### config.mk
export PLATFORM = sky130hd
export DESIGN_NAME = port_tx
export DESIGN_NICKNAME = d
export VERILOG_FILES = /design/src/rtl/port_tx.sv
export SDC_FILE = /design/constraint.sdc
export NUM_CORES = 1
export LEC_CHECK = 0
export ABC_AREA = 1
export ABC_CLOCK_PERIOD_IN_PS = 1900
export CAP_MARGIN = 5
export CELL_PAD_IN_SITES_DETAIL_PLACEMENT = 2
export CELL_PAD_IN_SITES_GLOBAL_PLACEMENT = 2
export CORE_ASPECT_RATIO = 0.5
export CORE_MARGIN = 2
export CORE_UTILIZATION = 34
export CTS_BUF_LIST = sky130_fd_sc_hd__clkbuf_4
export CTS_CLUSTER_DIAMETER = 40
export DETAILED_ROUTE_END_ITERATION = 10
export GPL_ROUTABILITY_DRIVEN = 0
export PLACE_DENSITY = 0.76
export SYNTH_ARGS = -nofsm -noshare
export SYNTH_HDL_FRONTEND = slang
export SYNTH_SLANG_ARGS = --single-unit
export TNS_END_PERCENT = 100
### constraint.sdc
create_clock -name clock -period 1.9 [get_ports clock]
set_input_delay 0.57 -clock clock [delete_from_list [all_inputs] [get_ports clock]]
set_output_delay 0.57 -clock clock [all_outputs]
set_load 0.05 [all_outputs]
### src/rtl/port_tx.sv
// port_tx: serial port transmitter (address, optional pad, payload, gap) fed by a one-packet holding register.
// Define PORT_TX_PAD_EN to insert PAD_CYCLES pad cycles between address and payload.
module port_tx #(
   parameter int PAD_CYCLES = 2
) (
   input  logic        clock,
   input  logic        reset_n,
   input  logic        in_valid,
   output logic        in_ready,
   input  logic [3:0]  addr_in,
   input  logic [31:0] payload_in,
   output logic        frame_n,
   output logic        valid_n,
   output logic        dout,
   output logic        busy,
   output logic        tx_done
);
`ifdef PORT_TX_PAD_EN
   typedef enum logic [2:0] {IDLE, ADDR, PAD, PAYLOAD, GAP} state_t;
`else
   typedef enum logic [1:0] {IDLE, ADDR, PAYLOAD, GAP} state_t;
`endif
   state_t      state, state_nx;
   logic [4:0]  cnt, cnt_nx;
   logic        hold_vld;
   logic [3:0]  hold_addr, addr_sr, addr_nx;
   logic [31:0] hold_pay, pay_sr, pay_nx;
   logic        take, pad_nx;
   logic        frame_n_nx, valid_n_nx, dout_nx, done_nx;

   if (PAD_CYCLES < 1 || PAD_CYCLES > 15) begin : g_pad_cycles_out_of_range
   end

   assign in_ready = !hold_vld;
   assign busy = state != IDLE;

   always_comb begin
      state_nx = state;
      cnt_nx = cnt;
      addr_nx = addr_sr;
      pay_nx = pay_sr;
      take = 1'b0;
      case (state)
         IDLE, GAP: begin
            state_nx = hold_vld ? ADDR : IDLE;
            take = hold_vld;
            cnt_nx = 5'd0;
            addr_nx = hold_vld ? hold_addr : addr_sr;
            pay_nx = hold_vld ? hold_pay : pay_sr;
         end
         ADDR: begin
`ifdef PORT_TX_PAD_EN
            state_nx = (cnt == 5'd3) ? PAD : ADDR;
`else
            state_nx = (cnt == 5'd3) ? PAYLOAD : ADDR;
`endif
            cnt_nx = (cnt == 5'd3) ? 5'd0 : cnt + 5'd1;
            addr_nx = (cnt == 5'd3) ? addr_sr : addr_sr >> 1;
         end
`ifdef PORT_TX_PAD_EN
         PAD: begin
            state_nx = (cnt == 5'(PAD_CYCLES - 1)) ? PAYLOAD : PAD;
            cnt_nx = (cnt == 5'(PAD_CYCLES - 1)) ? 5'd0 : cnt + 5'd1;
         end
`endif
         PAYLOAD: begin
            state_nx = (cnt == 5'd31) ? GAP : PAYLOAD;
            cnt_nx = (cnt == 5'd31) ? 5'd0 : cnt + 5'd1;
            pay_nx = (cnt == 5'd31) ? pay_sr : pay_sr >> 1;
         end
         default: state_nx = IDLE;
      endcase
   end

`ifdef PORT_TX_PAD_EN
   assign pad_nx = state_nx == PAD;
`else
   assign pad_nx = 1'b0;
`endif

   // outputs are computed from the next state so they appear in the same cycle the state is entered
   always_comb begin
      frame_n_nx = !(state_nx == ADDR || pad_nx || (state_nx == PAYLOAD && cnt_nx != 5'd31));
      valid_n_nx = state_nx != PAYLOAD;
      dout_nx = (state_nx == ADDR) ? addr_nx[0] : (state_nx == PAYLOAD) ? pay_nx[0] : 1'b0;
      done_nx = state_nx == GAP;
   end

   always_ff @(posedge clock or negedge reset_n) begin
      if (!reset_n) begin
         state <= IDLE;
         cnt <= 5'd0;
         addr_sr <= 4'd0;
         pay_sr <= 32'd0;
         hold_vld <= 1'b0;
         hold_addr <= 4'd0;
         hold_pay <= 32'd0;
         frame_n <= 1'b1;
         valid_n <= 1'b1;
         dout <= 1'b0;
         tx_done <= 1'b0;
      end else begin
         state <= state_nx;
         cnt <= cnt_nx;
         addr_sr <= addr_nx;
         pay_sr <= pay_nx;
         frame_n <= frame_n_nx;
         valid_n <= valid_n_nx;
         dout <= dout_nx;
         tx_done <= done_nx;
         if (take)
            hold_vld <= 1'b0;
         else if (in_valid && !hold_vld) begin
            hold_vld <= 1'b1;
            hold_addr <= addr_in;
            hold_pay <= payload_in;
         end
      end
   end
endmodule

==> results by stage <==
Timing:
- The highest attainable clock frequency is 534 MHz.
- The clock period could shrink to 1870 ps.
- Setup violations remaining at the end of the flow were counted as 0.
- Setup repair after global routing could not meet its margin everywhere.
- The number of endpoints with negative hold slack in the final report is 0.
- The remaining max-slew budget at the tightest pin is 71.2%.
- The clock tree skew after final layout is 14.1 ps.
- The number of max-slew violations in the final report is 0.
- For the pin with the worst max-slew slack, the measured transition is 433 ps.
- The part of the cycle the worst path needs is between 90 and 100%.
- The aggregate negative setup slack is 0 ps.

Floorplanning:
- The die area is between 10000 and 15000 sq um.
- Once the floorplan was initialized, standard cells occupied between 30% and 40% of the core.
- In this run the vertical extent of the chip is roughly 79 microns.
- The cell row count is 27.
- The area of the core region is 11000 sq um.
- During I/O placement, the number of pins put on the boundary was 45.
- The die width is 155 microns.

Synthesis:
- The largest family of logic cells by synthesized area is compound AO/OA/AOI/OAI gates.
- The adder and majority gate portion of the synthesized area is 1.95%.
- The portion of the post-synthesis area used by sequential elements is between 50 and 60%.
- The unique cell type count in the Yosys netlist is 32.
- A synthesized cell averages 11.1 sq um.
- The compound-gate portion of the synthesized area is 15.1%.
- The post-synthesis sequential element count is 84.
- In the synthesized netlist, the number of instances is ~350.
- Yosys printed 0 warnings.
- Measured against the total synthesized area, the mux share comes to about 5.8%.
- The synthesized area is 3860 sq um.
- After Yosys synthesis, and, or, nand and nor cells account for 12.8% of the synthesized area.
- The total nets after synthesis is 393.
- The post-synthesis share of cell area spent on xor and xnor gates is 0%.

Clock tree:
- The cell sitting at the root of the clock tree is a clkbuf_4.
- The clock drives 84 sinks.
- The worst-skew pair later-pin latency is approximately 450 ps.
- The clock-pin slew on the worst setup and hold paths is between 100 and 150 ps.
- The H-tree was split into 3 levels.
- The longest clock path from root to sink contains 2 buffers.
- The number of CTS-inserted buffers is 9.
- TritonCTS built the clock tree.
- The number of hold buffers added after CTS was 0.

GRT:
- The first-pass GRT wire length is 16800 microns.
- The number of global-route vias before repair was 3347.
- The maximum number of pins on one net before global-route repair is 40.
- The initial antenna violation count is 0.
- The aggregate global-route resource usage is 17.8%.
- The remaining global-route overflow is 0.

Worst setup path:
- The highest fanout seen on the critical path is 12.
- The kind of critical path is reg2reg.
- The data arrival time of the worst path is ~2200 ps.
- The depth of the worst register-to-register path is 11.
- Following the worst setup path forward leads to its endpoint at pay_sr[19].
- The launching element type of the critical path is a flop.
- The destination of the worst register-to-register timing path is pay_sr[19].
- The critical register-to-register path startpoint is cnt[1].
- At the worst endpoint, the required time is 2210 ps.
- For flop-to-flop paths, the worst setup slack is slightly below 30 ps.
- The beginning of the critical path is cnt[1].
- STA classifies the critical path endpoint as a flop.

Power and ir drop:
- The internal power of the cells totals 4.58 mW.
- Of the total power, the clock network draws 15.1%.
- Net switching is between 40% and 50% of the power.
- The total power divided by cell area is 1560 nW/um^2.
- The static leakage is 2.19 nW.
- VDD sags by at most slightly above 700 uV.
- Of the total power, registers draw 37.8%.
- Overall power consumption after layout is estimated at 7.66 mW.
- In this run, the combinational gates consume 47.1% of the power.
- In this run the power spent charging and discharging nets is a little over 3 mW.

Layout:
- Cells fill 44.6% of the core in the end.
- The synthesis-to-finish area growth is 27.2%.
- The count of antenna diodes in the layout is 0.
- Summing all flip-flop and latch instances after layout gives roughly 2100 sq um.
- The area of the multi-input gates is 1420 sq um.
- The fraction of final layout cells with drive strength greater than 1 is approximately a third.
- The post-route cell area is 4910 sq um.
- At the end of the flow, the number of nets in the layout was 462.
- The count of fill cells added during filler insertion is ~1100.

Route:
- In the final routed layout, each cell accounts on average for approximately 19 microns.
- The number of remaining DRC errors is 0.
- Using the TritonRoute via totals, the vias-per-cell ratio works out to 4.98.
- The routed design has 10700 microns of wire.
- The number of antenna-violating nets in the routed design is 0.
- The first detailed-routing pass took 4 iterations.
- Detailed routing inserted a total of 2820 vias.
- After the first detailed-routing iteration, the DRC count stood at 93.

Flow run:
- Across the run, the number of max-cap violations was 0.

Place:
- The placed wire-length estimate is roughly 7400 microns.
- The quantity of I/O buffers inserted on ports is 44.
- Once placement finished, the instance area stood at 4570 sq um.

Hold path:
- The type of the tightest min-delay check is in2async.

Run status:
- The run finished with clean final reports.
## routing by layer
layer / track usage (%) / share of wire, %
met2: 34.7 / 55
met3: 4.09 / 2.2
met4: 4.54 / 1.4
met1: 19.7 / 41
met5: 0 / 0
## critical path: stages (launching register included)
cell,delay (ps)
dfrtp_1,410
ha_2,210
nand2_2,100
nor2_2,40
ha_2,170
nand2_2,110
inv_2,50
a21oi_2,170
nand2_4,90
inv_4,90
buf_12,150
o221ai_1,150
## worst min path at each step
| stage | depth (start not counted) | from | endpoint |
|---|---|---|---|
| after floorplan | 0 | reset_n | addr_sr[0] |
| after global placement | 2 | addr_sr[0] | addr_sr[0] |
| after detailed placement | 2 | addr_sr[0] | addr_sr[0] |
| after CTS | 1 | reset_n | cnt[3] |
| after global routing | 1 | reset_n | cnt[3] |
| final | 1 | reset_n | cnt[3] |
## power groups by stage
stage	combinational, mW	clock, mW	sequential, mW
CTS	3.35	1.19	2.90
global route	3.95	1.26	2.98
finish	3.61	1.15	2.90
floorplan	2.20	0	2.84
detailed placement	3.24	0	2.94
global placement	2.97	0	2.87
## logic make-up after synthesis
family | Yosys count
AOI/OAI and AO/OA | 61
buffers and inverters | 80
and+or+nand+nor | 97
DFF | 84
muxes | 20
adders and majority gates | 6
## cell usage in the layout, fill, tap and decap left out, types with 3 or more instances in the layout
master,synthesis,layout
dfrtp_1,82,82
inv_1,56,53
clkdlybuf4s50_1,0,37
nand3_1,32,32
buf_4,4,25
o221ai_2,22,23
nor2_1,24,21
mux2_2,20,20
nand2_1,21,18
a21oi_1,18,18
clkbuf_4,0,10
nand2_2,7,9
buf_12,0,9
inv_2,6,8
nor2_2,3,6
o221ai_1,7,6
nand2_4,3,4
o21ai_0,5,4
clkinv_2,1,3
nand4_1,3,3
o22ai_1,3,3
ha_1,6,3
## through the flow
step                      hold WS, ps  setup WS, ps  instances
final                            47.4          28.9        566
after detailed placement          475         -74.1        539
after floorplan                   274          76.1        348
after global routing             49.0         -44.0        566
after CTS                        51.2         0.314        558
after global placement            470          92.0        539
## synthesized netlist by cell type (all sizes together)
cell / count / area, sq um
dfrtp: 82 / 2050
inv: 64 / 245
nand3: 33 / 178
nand2: 31 / 156
o221ai: 29 / 392
nor2: 28 / 129
a21oi: 20 / 108
mux2: 20 / 225
buf: 15 / 129
ha: 6 / 75.1
o21ai: 6 / 33.8
nand4: 3 / 18.8
o22ai: 3 / 18.8
dfstp: 2 / 52.6
o211ai: 2 / 20.0
a22o: 1 / 8.76
clkinv: 1 / 5.00
nor3: 1 / 5.00
or2: 1 / 6.26
## flip-flops by register name, indices dropped and copies added (netlist names)
| name | flops |
|---|---|
| hold_vld | 1 |
| dout | 1 |
| hold_pay | 32 |
| pay_sr | 32 |
| hold_addr | 4 |
| valid_n | 1 |
| cnt | 5 |
| addr_sr | 4 |
| frame_n | 1 |
| state | 2 |
| tx_done | 1 |
## cell type report
class | instances | area share (%)
flip-flops and latches | 84 | 42.9
multi-input cells | 184 | 28.9
repair buffers | 73 | 16.1
inverters | 65 | 5.35
well taps | 145 | 3.70
clock inverters | 5 | 1.58
clock buffers | 10 | 1.53
## what timing repair did
item	in CTS	in global routing
resized for setup	9	11
endpoints found under the hold margin	0	0
cloned	0	2
pin swaps	0	5
setup buffers	4	6
setup endpoints to repair	30	34
No activity file was read; power rests on OpenSTA's default activity.
